<file path="config.mk">
export PLATFORM = sky130hd
export DESIGN_NAME = genit_bank
export DESIGN_NICKNAME = d
export VERILOG_FILES = /design/src/rtl/genit_pkg.sv /design/src/rtl/genit_lane.sv /design/src/rtl/genit_bank.sv
export SDC_FILE = /design/constraint.sdc
export NUM_CORES = 1
export LEC_CHECK = 0
export CORE_ASPECT_RATIO = 0.6
export CORE_MARGIN = 8
export CORE_UTILIZATION = 45
export DETAILED_ROUTE_END_ITERATION = 10
export HOLD_SLACK_MARGIN = 0.02
export PLACE_DENSITY = 0.71
export SYNTH_ARGS = -nofsm -noshare
export SYNTH_HDL_FRONTEND = slang
export SYNTH_HIERARCHICAL = 1
export SYNTH_SLANG_ARGS = --single-unit
</file>
<file path="constraint.sdc">
create_clock -name clk -period 2.9 [get_ports clk]
set_input_delay 0.725 -clock clk [delete_from_list [all_inputs] [get_ports clk]]
set_output_delay 0.725 -clock clk [all_outputs]
set_load 0.01 [all_outputs]
</file>
<file path="src/rtl/genit_pkg.sv">
// genit_pkg: shared types, defaults and width helper for the genit sampling bank.
package genit_pkg;
  typedef enum logic {SCAN, PRESENT} state_e;
  localparam int NUM_CH_DEF = 4;
  localparam int DELAY_DEF = 2;
  localparam int CNT_W_DEF = 8;
  function automatic int clog2_min1(input int n);
    return (n > 1) ? $clog2(n) : 1;
  endfunction
endpackage

</file>
<file path="src/rtl/genit_lane.sv">
// genit_lane: one lane - DELAY-stage pipeline plus saturating rising-edge counter with clear.
module genit_lane import genit_pkg::*; #(
  parameter int DELAY = DELAY_DEF,
  parameter int CNT_W = CNT_W_DEF
) (
  input  logic             clk,
  input  logic             rst,
  input  logic             din,
  input  logic             clr,
  output logic             dout,
  output logic [CNT_W-1:0] count
);
  logic             internal;
  logic             edge_q;
  logic             rise;
  logic [CNT_W-1:0] cnt_q, cnt_d;
  always_ff @(posedge clk or posedge rst) begin
    if (rst) begin
      internal <= 1'b0;
      edge_q   <= 1'b0;
      cnt_q    <= '0;
    end else begin
      internal <= din;
      edge_q   <= internal;
      cnt_q    <= cnt_d;
    end
  end
  assign rise = internal & ~edge_q;
  // a rise coinciding with a readout clear restarts the count at 1 so it is not lost
  always_comb cnt_d = clr ? CNT_W'(rise) : (rise && !(&cnt_q)) ? cnt_q + CNT_W'(1) : cnt_q;
  assign count = cnt_q;
  if (DELAY > 1) begin : g_pipe
    logic [DELAY-1:1] pipe_q;
    logic [DELAY-1:0] chain;
    assign chain = {pipe_q, internal};
    always_ff @(posedge clk or posedge rst) begin
      if (rst) pipe_q <= '0;
      else pipe_q <= chain[DELAY-2:0];
    end
    assign dout = pipe_q[DELAY-1];
  end else begin : g_nopipe
    assign dout = internal;
  end
endmodule

</file>
<file path="src/rtl/genit_bank.sv">
// genit_bank: NUM_CH sampling lanes drained round-robin over a valid/ready readout port.
module genit_bank import genit_pkg::*; #(
  parameter int NUM_CH = NUM_CH_DEF,
  parameter int DELAY = DELAY_DEF,
  parameter int CNT_W = CNT_W_DEF,
  localparam int CH_W = clog2_min1(NUM_CH)
) (
  input  logic              clk,
  input  logic              rst,
  input  logic [NUM_CH-1:0] value,
  output logic [NUM_CH-1:0] result,
  output logic              rd_valid,
  input  logic              rd_ready,
  output logic [CH_W-1:0]   rd_ch,
  output logic [CNT_W-1:0]  rd_count
);
  logic [CNT_W-1:0]  cnt [NUM_CH];
  logic [NUM_CH-1:0] clr;
  state_e            state_q, state_d;
  logic [CH_W-1:0]   ptr_q, ptr_d, ptr_nx, rd_ch_q, rd_ch_d;
  logic [CNT_W-1:0]  rd_count_q, rd_count_d, cur;
  logic              grab;
  for (genvar i = 0; i < NUM_CH; i++) begin : lane
    genit_lane #(.DELAY(DELAY), .CNT_W(CNT_W)) u_lane (
      .clk   (clk),
      .rst   (rst),
      .din   (value[i]),
      .clr   (clr[i]),
      .dout  (result[i]),
      .count (cnt[i])
    );
    assign clr[i] = grab && (ptr_q == CH_W'(i));
  end
  assign cur    = cnt[ptr_q];
  assign grab   = (state_q == SCAN) && (cur != '0);
  assign ptr_nx = (ptr_q == CH_W'(NUM_CH - 1)) ? '0 : ptr_q + CH_W'(1);
  always_comb begin
    state_d    = state_q;
    ptr_d      = ptr_q;
    rd_ch_d    = rd_ch_q;
    rd_count_d = rd_count_q;
    if (grab) begin
      state_d    = PRESENT;
      rd_ch_d    = ptr_q;
      rd_count_d = cur;
    end else if (state_q == SCAN) begin
      ptr_d = ptr_nx;
    end else if (rd_ready) begin
      state_d = SCAN;
      ptr_d   = ptr_nx;
    end
  end
  always_ff @(posedge clk or posedge rst) begin
    if (rst) begin
      state_q    <= SCAN;
      ptr_q      <= '0;
      rd_ch_q    <= '0;
      rd_count_q <= '0;
    end else begin
      state_q    <= state_d;
      ptr_q      <= ptr_d;
      rd_ch_q    <= rd_ch_d;
      rd_count_q <= rd_count_d;
    end
  end
  assign rd_valid = (state_q == PRESENT);
  assign rd_ch    = rd_ch_q;
  assign rd_count = rd_count_q;
endmodule

</file>
# [Word level (Yosys, flattened, before mapping)]
# Index checks and enable logic that the tools add are counted.
[word_totals] in_bits=7 elab_cells=78 out_inout_bits=15 reg_bits=53
[classes] order_cmp=1 n_reduce_logical=24 eq_ne=4 add_sub_neg=5 bitwise=11 muxes=17
[ops] operator="8-bit 2-to-1 mux" count=10
[ops] operator="8-bit by 1-bit adder with 8-bit output (second input constant)" count=4
[ops] operator="8-bit AND reduction" count=4
[ops] operator="8-bit binary-select mux with 2-bit select" count=1
[ops] operator="1-bit logical AND" count=9
[ops] operator="2-bit nonzero test" count=4
[ops] operator="8-bit nonzero test" count=1
[ops] operator="2-bit 2-to-1 mux" count=3
[ops] operator="1-bit inverter" count=6
[ops] operator="1-bit AND" count=4
[ops] operator="2-bit equality test (second input constant)" count=2
[ops] operator="1-bit zero test" count=4
[ops] operator="3-bit >= comparator (second input constant)" count=1
[ops] operator="1-bit 2-to-1 mux" count=3
[ops] operator="2-bit inverter with 3-bit output" count=1
[ops] operator="2-bit by 1-bit adder with 2-bit output (second input constant)" count=1
[ops] operator="2-bit by 1-bit equality test with 1-bit output (second input constant)" count=1
[ops] operator="2-bit zero test" count=1
[ops] operator="2-bit inequality test (second input constant)" count=1
[ops] operator="2-bit AND reduction" count=1

# [Longest topological paths before layout]
[depth] depth_word=8 ltp_mapped=10 depth_no_buf=7

# [Modules after synthesis]
# The synthesis kept the hierarchy.
[modules_own_cells] mod="genit_lane at lane[1].u_lane ..." seq_area_each_um2=250.2 area_per_inst_um2=514.2 instances=3 cells_each=48
[modules_own_cells] mod="genit_bank" seq_area_each_um2=325.3 area_per_inst_um2=849.6 instances=1 cells_each=54
[modules_own_cells] mod="genit_lane at lane[0].u_lane" seq_area_each_um2=250.2 area_per_inst_um2=504.2 instances=1 cells_each=47

# [Least setup slack after synthesis]
# Ideal clock, no wire load.
[synth_path] path_kind="register to register" start="register ptr_q[0]" end="register lane[0].u_lane.cnt_q[0]" required_time_ns=2.773 setup_slack_ns=0.346 synth_period_minus_slack_ns=2.554 t_arrival_ns=2.427 stages_incl_launch_ff=10 path_buffers=3 setup_ns=0.127 path_cell_list="dfrtp_1 buf_6 mux4_2 nor4_2 a21oi_2 buf_6 and2_2 clkbuf_1 nor4_1 nor3_1"
[synth_via] elab_chain_cells=8 word_cells_on_any_way=10 classes_between="mux (4); bitwise (1); reduce/logical (5)"
[synth_rtl] item="start: declaration" line="genit_bank.sv:20" rtl="logic [CH_W-1:0] ptr_q, ptr_d, ptr_nx, rd_ch_q, rd_ch_d;"
[synth_rtl] item="start signal: assignment" line="genit_bank.sv:61" rtl="ptr_q <= ptr_d;"
[synth_rtl] item="2-bit inverter with 3-bit output (not written as such)" line="genit_bank.sv:34" rtl="assign cur = cnt[ptr_q];"
[synth_rtl] item="8-bit binary-select mux with 2-bit select" line="genit_bank.sv:34"
[synth_rtl] item="8-bit 2-to-1 mux (not written as such) (2 in a row)" line="genit_bank.sv:34"
[synth_rtl] item="8-bit nonzero test" line="genit_bank.sv:35" rtl="assign grab = (state_q == SCAN) && (cur != '0);"
[synth_rtl] item="1-bit logical AND" line="genit_bank.sv:35"
[synth_rtl] item="1-bit logical AND (*)" line="genit_bank.sv:32" rtl="assign clr[i] = grab && (ptr_q == CH_W'(i));"
[synth_rtl] item="net clr[0]" line="genit_bank.sv:18" rtl="logic [NUM_CH-1:0] clr;"
[synth_rtl] item="8-bit 2-to-1 mux or 2-bit nonzero test (tied branches)"
[synth_rtl] item="end signal: assignment" line="genit_lane.sv:25" rtl="cnt_q <= cnt_d;"
[synth_rtl] item="end: declaration" line="genit_lane.sv:16" rtl="logic [CNT_W-1:0] cnt_q, cnt_d;"
# Mark *: on every way through the listed nets, which the timed path passes. The rest lies on a longest branch. The select of a mux whose other input is x is not followed.
# A chain may end at the register's enable or synchronous reset.

# [Worst setup path in the final report]
# Ends and elaborated chain as after synthesis.

==> results.sh <==
export IMPL_diodes=0
export IMPL_grt_pass1_wl_mm=9.970
export IMPL_grt_usage_pct=13.12
export IMPL_rows=22
export IMPL_grt_pass1_vias=1920
export IMPL_syn_to_final_growth_pct=14.25
export IMPL_clock_skew_ns=0.004832
export IMPL_hold_viol=0
export IMPL_core_area_mm2=0.006166
export IMPL_netlist_area_mm2=0.002897
export IMPL_cts_inserted_buffers=5
export IMPL_die_area_mm2=0.009344
export IMPL_place_area_mm2=0.003174
export IMPL_p_per_area_mw_per_mm2=840.7
export IMPL_final_seq_area_mm2=0.001328
export IMPL_worst_pin_slew_ns=0.5496
export IMPL_die_height_um=78.15
export IMPL_drtIter0Drc=104
export IMPL_cts_root_buffer="clkbuf_8"
export IMPL_clk_latency_ns=0.30
export IMPL_arrival_ns=2.76
export IMPL_drc=0
export IMPL_syn_num_nets=260
export IMPL_setup_viol=0
export IMPL_cts_htree_levels=2
export IMPL_cap_violations=0
export IMPL_dieWidth_um=119.6
export IMPL_whs_path_depth=0
export IMPL_routed_wl_mm=5.955
export IMPL_worstPathCellList="buf_4 > mux4_2 > nor4_2 > a21oi_2 > and2_2 > nor4_1 > nor3_1"
export IMPL_critical_path_cell_count=7
export IMPL_final_layout_size_suffix_gt1_share_pct=19.33
export IMPL_cts_tree="yes"
export IMPL_worstSetupPathType="register to register"
export IMPL_cts_sinks=53
export IMPL_worstPathRequired_ns=3.09
export IMPL_synth_warning_count=6
export IMPL_place_ws_ns=0.2152
export IMPL_ys_flop_type="dfrtp_1"
export IMPL_cpPeakStageDelay_ns=0.53
export IMPL_cts_buffer_depth=2
export IMPL_fin_crit_sh_pct=88.56
export IMPL_ys_seq_elements=53
export IMPL_port_buffers=21
export IMPL_drtPass1Iterations=5
export IMPL_cts_reportedPaths_clkPinSlew_ns=0.09
export IMPL_grt_max_degree=17
export IMPL_antenna_found_initial=0
export IMPL_nNetsFinal=283
export IMPL_slew_headroom_pct=63.36
export IMPL_routed_via_density=5.555
export IMPL_critPathLaunchType="register"
export IMPL_power_leakage_uw=0.001484
export IMPL_min_period_ns=2.568
export IMPL_path_buf_inv=1
export IMPL_overflow=0
export IMPL_finalNonFillerCells=353
export IMPL_reg2reg_depth=7
export IMPL_layout_common_cells="dfrtp_1 (52), nor2_1 (22), clkdlybuf4s50_1 (21), inv_1 (16), xor2_1 (12)"
export IMPL_status="completed"
export IMPL_async_flop_share_pct=100.0
export IMPL_finalPower_uw=2782
export IMPL_fin_ws_ns=0.3319
export IMPL_vias=1961
export IMPL_hold_path_class="register to register"
export IMPL_io_pins=22
export IMPL_multi_input_area_mm2=0.001458
export IMPL_path_max_fanout=10
export IMPL_syn_avg_cell_area_um2=11.82
export IMPL_final_common_cell="dfrtp_1"
export IMPL_ys_types=40
export IMPL_setup_tns_ns=0
export IMPL_final_cell_area_mm2=0.003309
export IMPL_fmax_mhz=389.4
export IMPL_cp_slowest_cell="mux4_2"
export IMPL_vdd_drop_max_mv=0.4439
export IMPL_wl_per_cell_um=16.87
export IMPL_post_cts_setup_buffers=0
export IMPL_slew_violations=0
export IMPL_synth_cells=245
export IMPL_rsz0062_at_grt="false"
export IMPL_worstSetupEndpointType="register"
export IMPL_dp_cells=345
export IMPL_final_antenna_net_count=0
export IMPL_synth_edf_count=0
export IMPL_fillerInstances=560
export IMPL_cp_top_family="simple AND/OR/NAND/NOR gates"
export IMPL_dpl_hpwl_mm=4.514
export IMPL_initial_core_util_pct=46.98
export IMPL_seq_area_frac_synth_pct=45.79
export IMPL_gp_congestion=0.8265
## worst register-to-register path: cells and delay by family, from the launching register on
| family | cells | cell delay, ns |
|---|---|---|
| compound gates | 1 | 0.22 |
| buf+inv | 1 | 0.20 |
| flops | 1 | 0.50 |
| mux | 1 | 0.53 |
| simple gates | 4 | 1.00 |
## final timing paths
kind                       slack [ns]                     from                      end
max                              0.33                 ptr_q[0]  lane[0].u_lane/count[0]
max reg2reg                      0.33                 ptr_q[0]  lane[0].u_lane/count[0]
min reg2reg                      0.39  lane[2].u_lane/internal    lane[2].u_lane/edge_q
max in group asynchronous        1.61                      rst                 ptr_q[0]
min in group asynchronous        0.87                      rst  lane[2].u_lane/count[1]
min                              0.39  lane[2].u_lane/internal    lane[2].u_lane/edge_q
## cell type report
| class | instances | share of cell area, % |
|---|---|---|
| clock buffer | 5 | 2.079 |
| clock inverter | 3 | 1.966 |
| inverter | 16 | 1.815 |
| multi-input combinational | 169 | 44.05 |
| sequential | 53 | 40.11 |
| tap | 84 | 3.176 |
| timing repair buffer | 23 | 6.805 |
## layer usage
metal,up-vias,routed length [um],share of wire [%],global-route usage [%]
li1,943,-,-,-
met1,962,3139,53,20.51
met2,54,2381,40,17.27
met3,2,415,7.0,3.929
met4,0,19,0.32,1.983
met5,-,0,0,0
## cells in the mapped netlist (all sizes together), types with 5 or more instances
library cell / count / area, um2
and2: 6 / 42.54
buf: 5 / 45.04
nor4: 6 / 50.04
o211ai: 11 / 82.58
xor2: 12 / 105.1
dfrtp: 53 / 1326
and3: 11 / 72.57
ha: 8 / 100.1
nor2: 22 / 82.58
o21ai: 8 / 51.30
a21oi: 12 / 63.81
mux4: 8 / 195.2
nand3: 7 / 50.05
xnor2: 5 / 43.79
inv: 16 / 60.06
mux2: 12 / 157.7
## cell families (layout without fill, tap and decap cells)
kind of cell,count (synthesis),count (layout),synth area share (%)
AOI/OAI and AO/OA,37,37,8.639
xor gates and xnor gates,17,17,5.140
adders and majority gates,8,8,3.456
buffers and inverters,23,47,3.888
DFF,53,53,45.79
muxes,24,24,13.56
and+or+nand+nor,83,83,19.52
## what timing repair did
action / 4_1_cts / 5_1_grt
hold buffers: 0 / 0
setup endpoints to repair: 0 / 4
resized for setup: 0 / 1
## stage by stage
stage          hold slack, ns  util (%)
3_3_place_gp           0.3576     51.48
4_1_cts                0.3867     53.65
2_1_floorplan          0.3544         -
5_1_grt                0.3963     53.67
6_report               0.3851     53.67
3_5_place_dp           0.3614     51.48
## sequential cells by signal (all words and copies together) (netlist names)
name and count:
rd_count 8, rd_ch 2, lane.u_lane/count 32, ptr_q 2
lane.u_lane/internal 4, lane.u_lane/edge_q 4, rd_valid 1
## power by group
| group | leakage, uW | internal [uW] | switching, uW |
|---|---|---|---|
| sequential | 0.000680 | 921 | 289 |
| clock | 0.0000681 | 343 | 235 |
| combinational | 0.000737 | 547 | 448 |
(Power assumes the default switching activity.)
